===== src/rtl/alu_issue_stage.sv =====
`default_nettype none
// ============================================================================
//  Module   : alu_issue_stage
//  Purpose  : Decodes a MIPS instruction and its register-file operands into
//             ALU opselect/x/y/shamt fields. A 2-entry valid/ready skid buffer
//             registers the result, so in_ready has no combinational path
//             from out_ready.
//  Revision : 1.0 - initial release
// ============================================================================
module alu_issue_stage #(
    parameter int DATA_W  = 32,
    parameter int OPSEL_W = 5
) (
    input  logic               clk,
    input  logic               reset,
    input  logic               flush,
    input  logic               in_valid,
    output logic               in_ready,
    input  logic [31:0]        in_instr,
    input  logic [DATA_W-1:0]  in_rs_val,
    input  logic [DATA_W-1:0]  in_rt_val,
    output logic               out_valid,
    input  logic               out_ready,
    output logic [OPSEL_W-1:0] out_opselect,
    output logic [DATA_W-1:0]  out_x,
    output logic [DATA_W-1:0]  out_y,
    output logic [4:0]         out_shamt,
    output logic [4:0]         out_dst,
    output logic               out_trap_en,
    output logic               out_illegal
);

    localparam logic [OPSEL_W-1:0] OP_ADD  = OPSEL_W'(5'b00000);
    localparam logic [OPSEL_W-1:0] OP_SUB  = OPSEL_W'(5'b00001);
    localparam logic [OPSEL_W-1:0] OP_SLTU = OPSEL_W'(5'b00010);
    localparam logic [OPSEL_W-1:0] OP_SRAV = OPSEL_W'(5'b00011);
    localparam logic [OPSEL_W-1:0] OP_SLLV = OPSEL_W'(5'b00100);
    localparam logic [OPSEL_W-1:0] OP_SLL  = OPSEL_W'(5'b00101);
    localparam logic [OPSEL_W-1:0] OP_GT   = OPSEL_W'(5'b00110);
    localparam logic [OPSEL_W-1:0] OP_SLT  = OPSEL_W'(5'b00111);
    localparam logic [OPSEL_W-1:0] OP_EQ   = OPSEL_W'(5'b01000);
    localparam logic [OPSEL_W-1:0] OP_AND  = OPSEL_W'(5'b01001);
    localparam logic [OPSEL_W-1:0] OP_OR   = OPSEL_W'(5'b01010);
    localparam logic [OPSEL_W-1:0] OP_SRA  = OPSEL_W'(5'b01011);
    localparam logic [OPSEL_W-1:0] OP_NOR  = OPSEL_W'(5'b01100);
    localparam logic [OPSEL_W-1:0] OP_XOR  = OPSEL_W'(5'b01101);
    localparam logic [OPSEL_W-1:0] OP_SRLV = OPSEL_W'(5'b01110);
    localparam logic [OPSEL_W-1:0] OP_SRL  = OPSEL_W'(5'b01111);
    localparam logic [OPSEL_W-1:0] OP_LE   = OPSEL_W'(5'b10000);
    localparam logic [OPSEL_W-1:0] OP_GE   = OPSEL_W'(5'b10001);
    localparam logic [OPSEL_W-1:0] OP_NE   = OPSEL_W'(5'b10010);

    // One buffer entry: {opselect, x, y, shamt, dst, trap_en, illegal}
    localparam int ENT_W = OPSEL_W + 2 * DATA_W + 12;

    logic [5:0]  opcode, funct;
    logic [4:0]  rt_f, rd_f, sh_f;
    logic [DATA_W-1:0] imm_se, imm_ze;

    assign opcode = in_instr[31:26];
    assign rt_f   = in_instr[20:16];
    assign rd_f   = in_instr[15:11];
    assign sh_f   = in_instr[10:6];
    assign funct  = in_instr[5:0];
    assign imm_se = {{(DATA_W-16){in_instr[15]}}, in_instr[15:0]};
    assign imm_ze = {{(DATA_W-16){1'b0}}, in_instr[15:0]};

    logic [OPSEL_W-1:0] dec_op;
    logic [DATA_W-1:0]  dec_x, dec_y;
    logic [4:0]         dec_sh, dec_dst;
    logic               dec_trap, dec_ill;
    logic [ENT_W-1:0]   dec_ent;

    // Combinational instruction decode; unrecognised encodings issue as a blank ADD
    always_comb begin
        dec_op   = OP_ADD;
        dec_x    = '0;
        dec_y    = '0;
        dec_sh   = '0;
        dec_dst  = '0;
        dec_trap = 1'b0;
        dec_ill  = 1'b0;
        case (opcode)
            6'h00: begin
                dec_dst = rd_f;
                dec_x   = in_rs_val;
                dec_y   = in_rt_val;
                case (funct)
                    6'h20: begin dec_op = OP_ADD; dec_trap = 1'b1; end
                    6'h21: dec_op = OP_ADD;
                    6'h22: begin dec_op = OP_SUB; dec_trap = 1'b1; end
                    6'h23: dec_op = OP_SUB;
                    6'h24: dec_op = OP_AND;
                    6'h25: dec_op = OP_OR;
                    6'h26: dec_op = OP_XOR;
                    6'h27: dec_op = OP_NOR;
                    6'h2A: dec_op = OP_SLT;
                    6'h2B: dec_op = OP_SLTU;
                    6'h00: begin dec_op = OP_SLL; dec_x = in_rt_val; dec_y = '0; dec_sh = sh_f; end
                    6'h02: begin dec_op = OP_SRL; dec_x = in_rt_val; dec_y = '0; dec_sh = sh_f; end
                    6'h03: begin dec_op = OP_SRA; dec_x = in_rt_val; dec_y = '0; dec_sh = sh_f; end
                    6'h04: begin dec_op = OP_SLLV; dec_x = in_rt_val; dec_y = in_rs_val; end
                    6'h06: begin dec_op = OP_SRLV; dec_x = in_rt_val; dec_y = in_rs_val; end
                    6'h07: begin dec_op = OP_SRAV; dec_x = in_rt_val; dec_y = in_rs_val; end
                    default: dec_ill = 1'b1;
                endcase
            end
            6'h08: begin dec_op = OP_ADD;  dec_x = in_rs_val; dec_y = imm_se; dec_dst = rt_f; dec_trap = 1'b1; end
            6'h09: begin dec_op = OP_ADD;  dec_x = in_rs_val; dec_y = imm_se; dec_dst = rt_f; end
            6'h0A: begin dec_op = OP_SLT;  dec_x = in_rs_val; dec_y = imm_se; dec_dst = rt_f; end
            6'h0B: begin dec_op = OP_SLTU; dec_x = in_rs_val; dec_y = imm_se; dec_dst = rt_f; end
            6'h0C: begin dec_op = OP_AND;  dec_x = in_rs_val; dec_y = imm_ze; dec_dst = rt_f; end
            6'h0D: begin dec_op = OP_OR;   dec_x = in_rs_val; dec_y = imm_ze; dec_dst = rt_f; end
            6'h0E: begin dec_op = OP_XOR;  dec_x = in_rs_val; dec_y = imm_ze; dec_dst = rt_f; end
            6'h0F: begin dec_op = OP_SLL;  dec_x = imm_ze; dec_sh = 5'd16; dec_dst = rt_f; end
            6'h04: begin dec_op = OP_EQ;   dec_x = in_rs_val; dec_y = in_rt_val; end
            6'h05: begin dec_op = OP_NE;   dec_x = in_rs_val; dec_y = in_rt_val; end
            6'h06: begin dec_op = OP_LE;   dec_x = in_rs_val; end
            6'h07: begin dec_op = OP_GT;   dec_x = in_rs_val; end
            6'h01: begin
                dec_x = in_rs_val;
                if (rt_f == 5'd0)      dec_op = OP_SLT;
                else if (rt_f == 5'd1) dec_op = OP_GE;
                else                   dec_ill = 1'b1;
            end
            6'h23: begin dec_op = OP_ADD; dec_x = in_rs_val; dec_y = imm_se; dec_dst = rt_f; end
            6'h2B: begin dec_op = OP_ADD; dec_x = in_rs_val; dec_y = imm_se; end
            default: dec_ill = 1'b1;
        endcase
        // Illegal encodings carry no operands so EX sees a clean exception op
        if (dec_ill) begin
            dec_op   = OP_ADD;
            dec_x    = '0;
            dec_y    = '0;
            dec_sh   = '0;
            dec_dst  = '0;
            dec_trap = 1'b0;
        end
    end

    assign dec_ent = {dec_op, dec_x, dec_y, dec_sh, dec_dst, dec_trap, dec_ill};

    logic             head_v_q, head_v_d, skid_v_q, skid_v_d, ready_q, ready_d;
    logic [ENT_W-1:0] head_q, head_d, skid_q, skid_d;
    logic             accept, consume;

    assign accept  = in_valid & ready_q & ~flush;
    assign consume = head_v_q & out_ready;

    // Skid-buffer next state: drain head, refill from skid, then place any new entry
    always_comb begin
        head_v_d = head_v_q;
        head_d   = head_q;
        skid_v_d = skid_v_q;
        skid_d   = skid_q;
        if (consume) begin
            if (skid_v_q) begin
                head_d   = skid_q;
                skid_v_d = 1'b0;
            end else begin
                head_v_d = 1'b0;
            end
        end
        if (accept) begin
            if (!head_v_q || (consume && !skid_v_q)) begin
                head_v_d = 1'b1;
                head_d   = dec_ent;
            end else begin
                skid_v_d = 1'b1;
                skid_d   = dec_ent;
            end
        end
        if (flush) begin
            head_v_d = 1'b0;
            skid_v_d = 1'b0;
        end
        ready_d = ~skid_v_d;
    end

    // State registers; reset also clears payloads so data outputs read 0
    always_ff @(posedge clk) begin
        if (reset) begin
            head_v_q <= 1'b0;
            skid_v_q <= 1'b0;
            head_q   <= '0;
            skid_q   <= '0;
            ready_q  <= 1'b1;
        end else begin
            head_v_q <= head_v_d;
            skid_v_q <= skid_v_d;
            head_q   <= head_d;
            skid_q   <= skid_d;
            ready_q  <= ready_d;
        end
    end

    assign in_ready  = ready_q;
    assign out_valid = head_v_q;
    assign {out_opselect, out_x, out_y, out_shamt, out_dst, out_trap_en, out_illegal} = head_q;

endmodule
`default_nettype wire


===== config.mk =====
export PLATFORM = sky130hd
export DESIGN_NAME = alu_issue_stage
export DESIGN_NICKNAME = d
export VERILOG_FILES = /design/src/rtl/alu_issue_stage.sv
export SDC_FILE = /design/constraint.sdc
export NUM_CORES = 1
export LEC_CHECK = 0
export ABC_AREA = 1
export CAP_MARGIN = 20
export CORE_AREA = 2 2 154 156
export CTS_CLUSTER_DIAMETER = 60
export DETAILED_ROUTE_END_ITERATION = 16
export DIE_AREA = 0 0 156 158
export PLACE_DENSITY = 0.63
export SLEW_MARGIN = 30
export SYNTH_ARGS = -nofsm -noshare
export SYNTH_HDL_FRONTEND = slang
export SYNTH_SLANG_ARGS = --single-unit

===== constraint.sdc =====
create_clock -name clk -period 2.2 [get_ports clk]
set_input_delay 0.55 -clock clk [delete_from_list [all_inputs] [get_ports clk]]
set_output_delay 0.55 -clock clk [all_outputs]
set_load 0.02 [all_outputs]

==> results.ini, run 1 <==
[detailed_routing]
routed-wl-met2_um=14100
top_layer_used=met4
dr.pass1.iters=5
vias=9969
final_antenna_net_count=0
met3_wirelength_um=1950
met1Wirelength_um=14300
viasPerCell=5.18
drt_iter0_markers=740
wl_um=31500
drt_drc_violations_left=0
wire_per_inst_um=16.3

[cts]
post_cts_buffers=0
cts.sinks=165
insertion_delay_ns=0.44
cts_made_buffers=17
hold_buffers=0
htree_num_levels=4
cts_resized=0
clock_path_buffers=2
clk_pin_slew_ns=0.07
cts_tree=yes
cts-root-buf=clkbuf_16

[setup_path]
cp-start-kind=input port
crit_type=in -> reg
regToRegSetupSlack_ns=0.55
crit_cells=10
critPathMaxFanout=23
crit_buf_inv=4
arrival_ns=2.43
cp-endpoint=head_q[47]$_SDFF_PP0_
crit_required_ns=2.56
r2r_end=skid_q[31]$_SDFFE_PP0P_
critPathLaunch=in_instr[26]
crit_family=buffers and inverters
slowest_stage=clkdlybuf4s50_1
setup.worst_path.end_class=flop
slowest_delay_ns=0.55
ff2ff_path_depth=8
worstPathCellList=clkdlybuf4s50_1 -> inv_1 -> nor2_1 -> nand3_1 -> nor2_4 -> o21ai_2 -> inv_4 -> buf_12 -> nand2_1 -> a21oi_1
worstReg2RegStart=out_valid$_SDFF_PP0_

[min_path]
hold_path.class=reg -> reg

[layout]
layout_common_cells=nand2_1 (485), clkdlybuf4s50_1 (177), nand3_1 (166)
syn_to_final_growth_pct=36.1
mostFrequentLayoutCell=nand2_1
nets=1722
drive_gt1_share_pct=11.6

[sta]
finalCritPeriodShare_pct=94.1
setup_viol=0
fin_worst_hold_slack_ns=0.536
period_needed_ns=2.07
slew_headroom_pct=72.6
worst_pin_slew_ns=0.411
setup_ws_ns=0.130
hold_viol=0
fmax_mhz=483
skew_ns=0.00834
finalMaxSlewViolations=0

[global_route]
grt-ovfl-total=0
grt_pass1_wl_um=50100
grt.total_usage_pct=25.8
grt_max_degree=59
antenna_found_initial=2
grt_pass1_vias=9183

[synth]
ys_warn_count=0
synth_area_mm2=0.00905
yosys.cell_types.count=37
syn-num-nets=1530
syn_area_per_cell_um2=6.34
ys_ff_latch=165
syn_inst=1429
ys_seq_area_share_pct=36.5

[power_and_ir_drop]
p_switching_w=0.00220
p_clk_share_pct=39.4
p_seq_share_pct=42.6
irDropWorstVdd_mv=0.492
combPwrFrac_pct=17.9
power_density_mw_per_mm2=604
p_total_w=0.00744
internal_power_w=0.00524
sw_frac_of_total_pct=29.6
p_leak_nw=5.55

[placed_design]
io_buffers=178
gp_congestion=0.880
hpwl_um=22900
preCtsSetupSlack_ns=-0.299

[die]
num_io_pins=184
die_w_um=156
coreArea_mm2=0.0231
die_h_um=158
rows=56
die_area_mm2=0.0246
start_util_pct=39.3

[flow_run]
max_cap_violations=0

[outcome]
outcome=complete, no violations

[worst min path at each step]
stage | from | end | slack [ns] | cells past startpoint
6_report | skid_q[1]$_SDFFE_PP0P_ | skid_q[1]$_SDFFE_PP0P_ | 0.54 | 2
5_1_grt | skid_q[14]$_SDFFE_PP0P_ | skid_q[14]$_SDFFE_PP0P_ | 0.56 | 2
4_1_cts | skid_q[12]$_SDFFE_PP0P_ | skid_q[12]$_SDFFE_PP0P_ | 0.54 | 2
3_5_place_dp | skid_q[33]$_SDFFE_PP0P_ | skid_q[33]$_SDFFE_PP0P_ | 0.52 | 2
3_3_place_gp | skid_q[1]$_SDFFE_PP0P_ | skid_q[1]$_SDFFE_PP0P_ | 0.51 | 2
2_1_floorplan | skid_q[1]$_SDFFE_PP0P_ | skid_q[1]$_SDFFE_PP0P_ | 0.49 | 2
[cells in the mapped netlist]
master      n  area (µm²)
clkinv_4    1        8.76
nor2_8      1        20.0
a211oi_1    2        15.0
clkinv_1    1        3.75
buf_1       7        26.3
buf_2      31         155
clkbuf_1   57         214
buf_12      1        20.0
nor2_2      5        31.3
a31oi_1     1        6.26
nand3_4     1        17.5
a21oi_2    20         175
o21ai_2     1        8.76
dfxtp_1   165        3300
a21oi_1   151         756
buf_4       5        37.5
nor2_1     89         334
nand2_4    11         124
inv_4       2        12.5
o21ai_1     1        5.00
nand3_1   167         836
o22ai_1     1        6.26
nand4_1     3        18.8
nor2_4      4        45.0
nand2_1   486        1820
nand3b_1    1        7.51
o211ai_1    3        22.5
mux2i_1     3        30.0
mux2_2      5        56.3
nor3_1      4        20.0
nand2_2     2        12.5
inv_1      75         282
nand3_2     1        10.0
inv_2       4        15.0
o21bai_1    1        7.51
o21ai_0   115         576
buf_6       1        11.3
[power groups by stage]
| stage | clock network [W] | registers [W] | logic, W |
|---|---|---|---|
| final | 0.00293 | 0.00317 | 0.00134 |
| after global routing | 0.00309 | 0.00319 | 0.00145 |
| after CTS | 0.00298 | 0.00317 | 0.00134 |
| after detailed placement | 0 | 0.00324 | 0.00133 |
| after global placement | 0 | 0.00324 | 0.00132 |
| after floorplan | 0 | 0.00334 | 0.000536 |
[layout make-up]
type	count	area (µm²)
antenna	2	5.00
clock buffer	19	443
clock inverter	13	129
fill	2270	10700
inverter	83	323
multi-input combinational	1079	4990
sequential	165	3300
tap	290	363
timing repair buffer	275	2760
[sequential cells by signal (all words and copies together), names as in the netlist]
| name | cells |
|---|---|
| skid_q | 81 |
| in_ready | 1 |
| out_valid | 1 |
| skid_v_q | 1 |
| head_q | 81 |
[worst reg2reg max path: cells and delay by family, from the launching register on]
family / cells / cell delay, ns
AOI/OAI and AO/OA: 3 / 0.49
buffers and inverters: 3 / 0.50
DFF: 1 / 0.42
and+or+nand+nor: 2 / 0.14
[logic make-up after synthesis]
kind of cell / count (synthesis) / synth area share [%]
buffers and inverters: 185 / 8.68
AOI/OAI and AO/OA: 296 / 17.4
muxes: 8 / 0.954
DFF: 165 / 36.5
and+or+nand+nor: 775 / 36.5
[per-stage QoR]
step	area (µm²)	std cells	utilization, %	TNS [ns]
after floorplan	9050	1429	-	0
after global placement	11700	1892	50.9	-33.05
after detailed placement	11700	1892	50.9	-35.14
after CTS	12300	1924	53.4	0
after global routing	12300	1926	53.4	-0.00134
final	12300	1926	53.4	0
[per-layer routing]
layer	global-route usage, %	vias up
li1	-	5026
met1	34.8	4546
met2	41.1	343
met3	4.52	54
met4	10.3	0
met5	0	-
No activity file was read; power rests on OpenSTA's default activity.
==> run 2: changes to the inputs <==
GPL_ROUTABILITY_DRIVEN = 0   (was unset)
REMOVE_ABC_BUFFERS = 1   (was unset)
==> run 2 against run 1 <==
Net effect:
- first-iteration DRC count decreased by 23%
- worst setup slack better by 0.050 ns
- final cell count about the same
- clock power up 1%
- register-to-register slack gained 0.07 ns
- utilization up 0.54 points
- die area unchanged
- critical endpoint is now out_x[0]
- largest power group unchanged
==> results.ini, run 2 (synthesized netlist as in run 1, its figures left out) <==
[outcome]
outcome=complete, no violations

[cts]
htree_num_levels=4  ; unchanged
cts_resized=0  ; unchanged
clock_path_buffers=2  ; unchanged
cts-root-buf=clkbuf_16
cts_made_buffers=17  ; unchanged
post_cts_buffers=0  ; unchanged
hold_buffers=0  ; unchanged
insertion_delay_ns=0.43  ; about the same
cts_tree=yes
clk_pin_slew_ns=0.06  ; about the same
cts.sinks=165  ; unchanged

[setup_path]
worstPathCellList=clkdlybuf4s50_1
arrival_ns=1.47  ; -0.96 ns
critPathMaxFanout=2  ; -91%
crit_family=buffers and inverters
ff2ff_path_depth=8  ; unchanged
crit_buf_inv=1  ; -3
slowest_delay_ns=0.71  ; +0.16 ns
crit_cells=1  ; -9
setup.worst_path.end_class=primary output
crit_type=reg -> out
crit_required_ns=1.65  ; -0.91 ns
slowest_stage=clkdlybuf4s50_1
cp-start-kind=flop

[global_route]
grt.busiest_layer=met2
grt_pass1_wl_um=46800  ; -6.6%
grtUsageMet3_pct=3.23  ; -1.3 points
met1_usage_pct=31.5  ; -3.2 points
antenna_found_initial=0  ; -2
grt_pass1_vias=9168  ; -0.16%
grt_use_met2_pct=40.5  ; -0.65 points
grt-ovfl-total=0  ; unchanged
grt.total_usage_pct=23.9  ; -2.0 points
grt_max_degree=49  ; -17%

[die]
num_io_pins=184  ; unchanged
coreArea_mm2=0.0231  ; unchanged
die_area_mm2=0.0246  ; unchanged
die_h_um=158  ; unchanged
start_util_pct=39.3  ; unchanged
die_w_um=156  ; unchanged
rows=56  ; unchanged

[power_and_ir_drop]
p_switching_w=0.00203  ; -8.0%
sw_frac_of_total_pct=27.2  ; -2.4 points
combPwrFrac_pct=17.7  ; -0.2 points
internal_power_w=0.00543  ; +3.7%
p_clk_share_pct=39.8  ; +0.4 points
irDropWorstVdd_mv=0.423  ; -14%
p_leak_nw=5.58  ; +0.43%
p_seq_share_pct=42.5  ; about the same
power_density_mw_per_mm2=599  ; -0.79%
p_total_w=0.00746  ; +0.21%

[sta]
rsz0062_at_grt=no
skew_ns=0.00871  ; +0.000369 ns
slew_headroom_pct=75.3  ; +2.7 points
worst_pin_slew_ns=0.369  ; -0.0416 ns
setup_ws_ns=0.181  ; +0.0501 ns
setup_viol=0  ; unchanged
period_needed_ns=2.02  ; -0.0501 ns
hold_viol=0  ; unchanged
finalCritPeriodShare_pct=91.8  ; -2.3 points
fin_worst_hold_slack_ns=0.539  ; +0.00257 ns
finalMaxSlewViolations=0  ; unchanged
fmax_mhz=495  ; +2.5%

[flow_run]
max_cap_violations=0  ; unchanged

[layout]
syn_to_final_growth_pct=37.4
antenna_cells=0  ; -2
layout_common_cells=nand2_1 (485), clkdlybuf4s50_1 (178), nand3_1 (166)
fin_util_pct=54.0  ; +0.54 points
reg_top3=head_q (81), skid_q (81)
nets=1725  ; +0.17%
mostFrequentLayoutCell=nand2_1
final_area_mm2=0.0124  ; +1.0%
drive_gt1_share_pct=11.6  ; -0.068 points

[placed_design]
placed_area_mm2=0.0119  ; +1.2%
preCtsSetupSlack_ns=-0.223  ; +0.0758 ns
hpwl_um=20800  ; -9.1%
io_buffers=178  ; unchanged

[min_path]
hold_path.class=reg -> reg
min_path_cells=2  ; unchanged

[detailed_routing]
dr.pass1.iters=7  ; +2
viasPerCell=5.15  ; -0.54%
vias=9910  ; -0.59%
wire_per_inst_um=15.3  ; -6.5%
final_antenna_net_count=0  ; unchanged
wl_um=29400  ; -6.6%
drt_drc_violations_left=0  ; unchanged
drt_iter0_markers=567  ; -23%

[run 2: power by group through the flow]
stage / Clock, W / Combinational (W) / Sequential, W
3_5_place_dp: 0 / 0.00132 / 0.00323
2_1_floorplan: 0 / 0.000487 / 0.00334
3_3_place_gp: 0 / 0.00130 / 0.00323
5_1_grt: 0.00313 / 0.00144 / 0.00318
6_report: 0.00297 / 0.00132 / 0.00317
4_1_cts: 0.00301 / 0.00132 / 0.00317
[run 2: per-layer routing]
| metal | up-vias | routed length (µm) |
|---|---|---|
| met5 | - | 0 |
| met4 | 0 | 409 |
| met2 | 317 | 13900 |
| met3 | 29 | 1710 |
| met1 | 4532 | 13400 |
| li1 | 5032 | - |
[run 2: stage by stage]
| stage | instances | TNS [ns] |
|---|---|---|
| finish | 1925 | 0 |
| CTS | 1925 | 0 |
| detailed placement | 1895 | -25.44 |
| floorplan | 1327 | -306.17 |
| global placement | 1895 | -22.95 |
| global route | 1925 | 0 |
[run 2: layout make-up]
class,count,area (µm²)
Sequential cell,165,3300
Clock buffer,22,464
Inverter,83,325
Tap cell,290,363
Multi-Input combinational cell,1079,4990
Timing Repair Buffer,278,2900
Fill cell,2238,10600
Clock inverter,8,101
[run 2: worst paths after layout]
check,slack (ns),end,from
min,0.54,skid_q[71]$_SDFFE_PP0P_,skid_q[71]$_SDFFE_PP0P_
max,0.18,out_x[0],head_q[44]$_SDFF_PP0_
max reg2reg,0.62,skid_q[28]$_SDFFE_PP0P_,out_valid$_SDFF_PP0_
min reg2reg,0.54,skid_q[71]$_SDFFE_PP0P_,skid_q[71]$_SDFFE_PP0P_
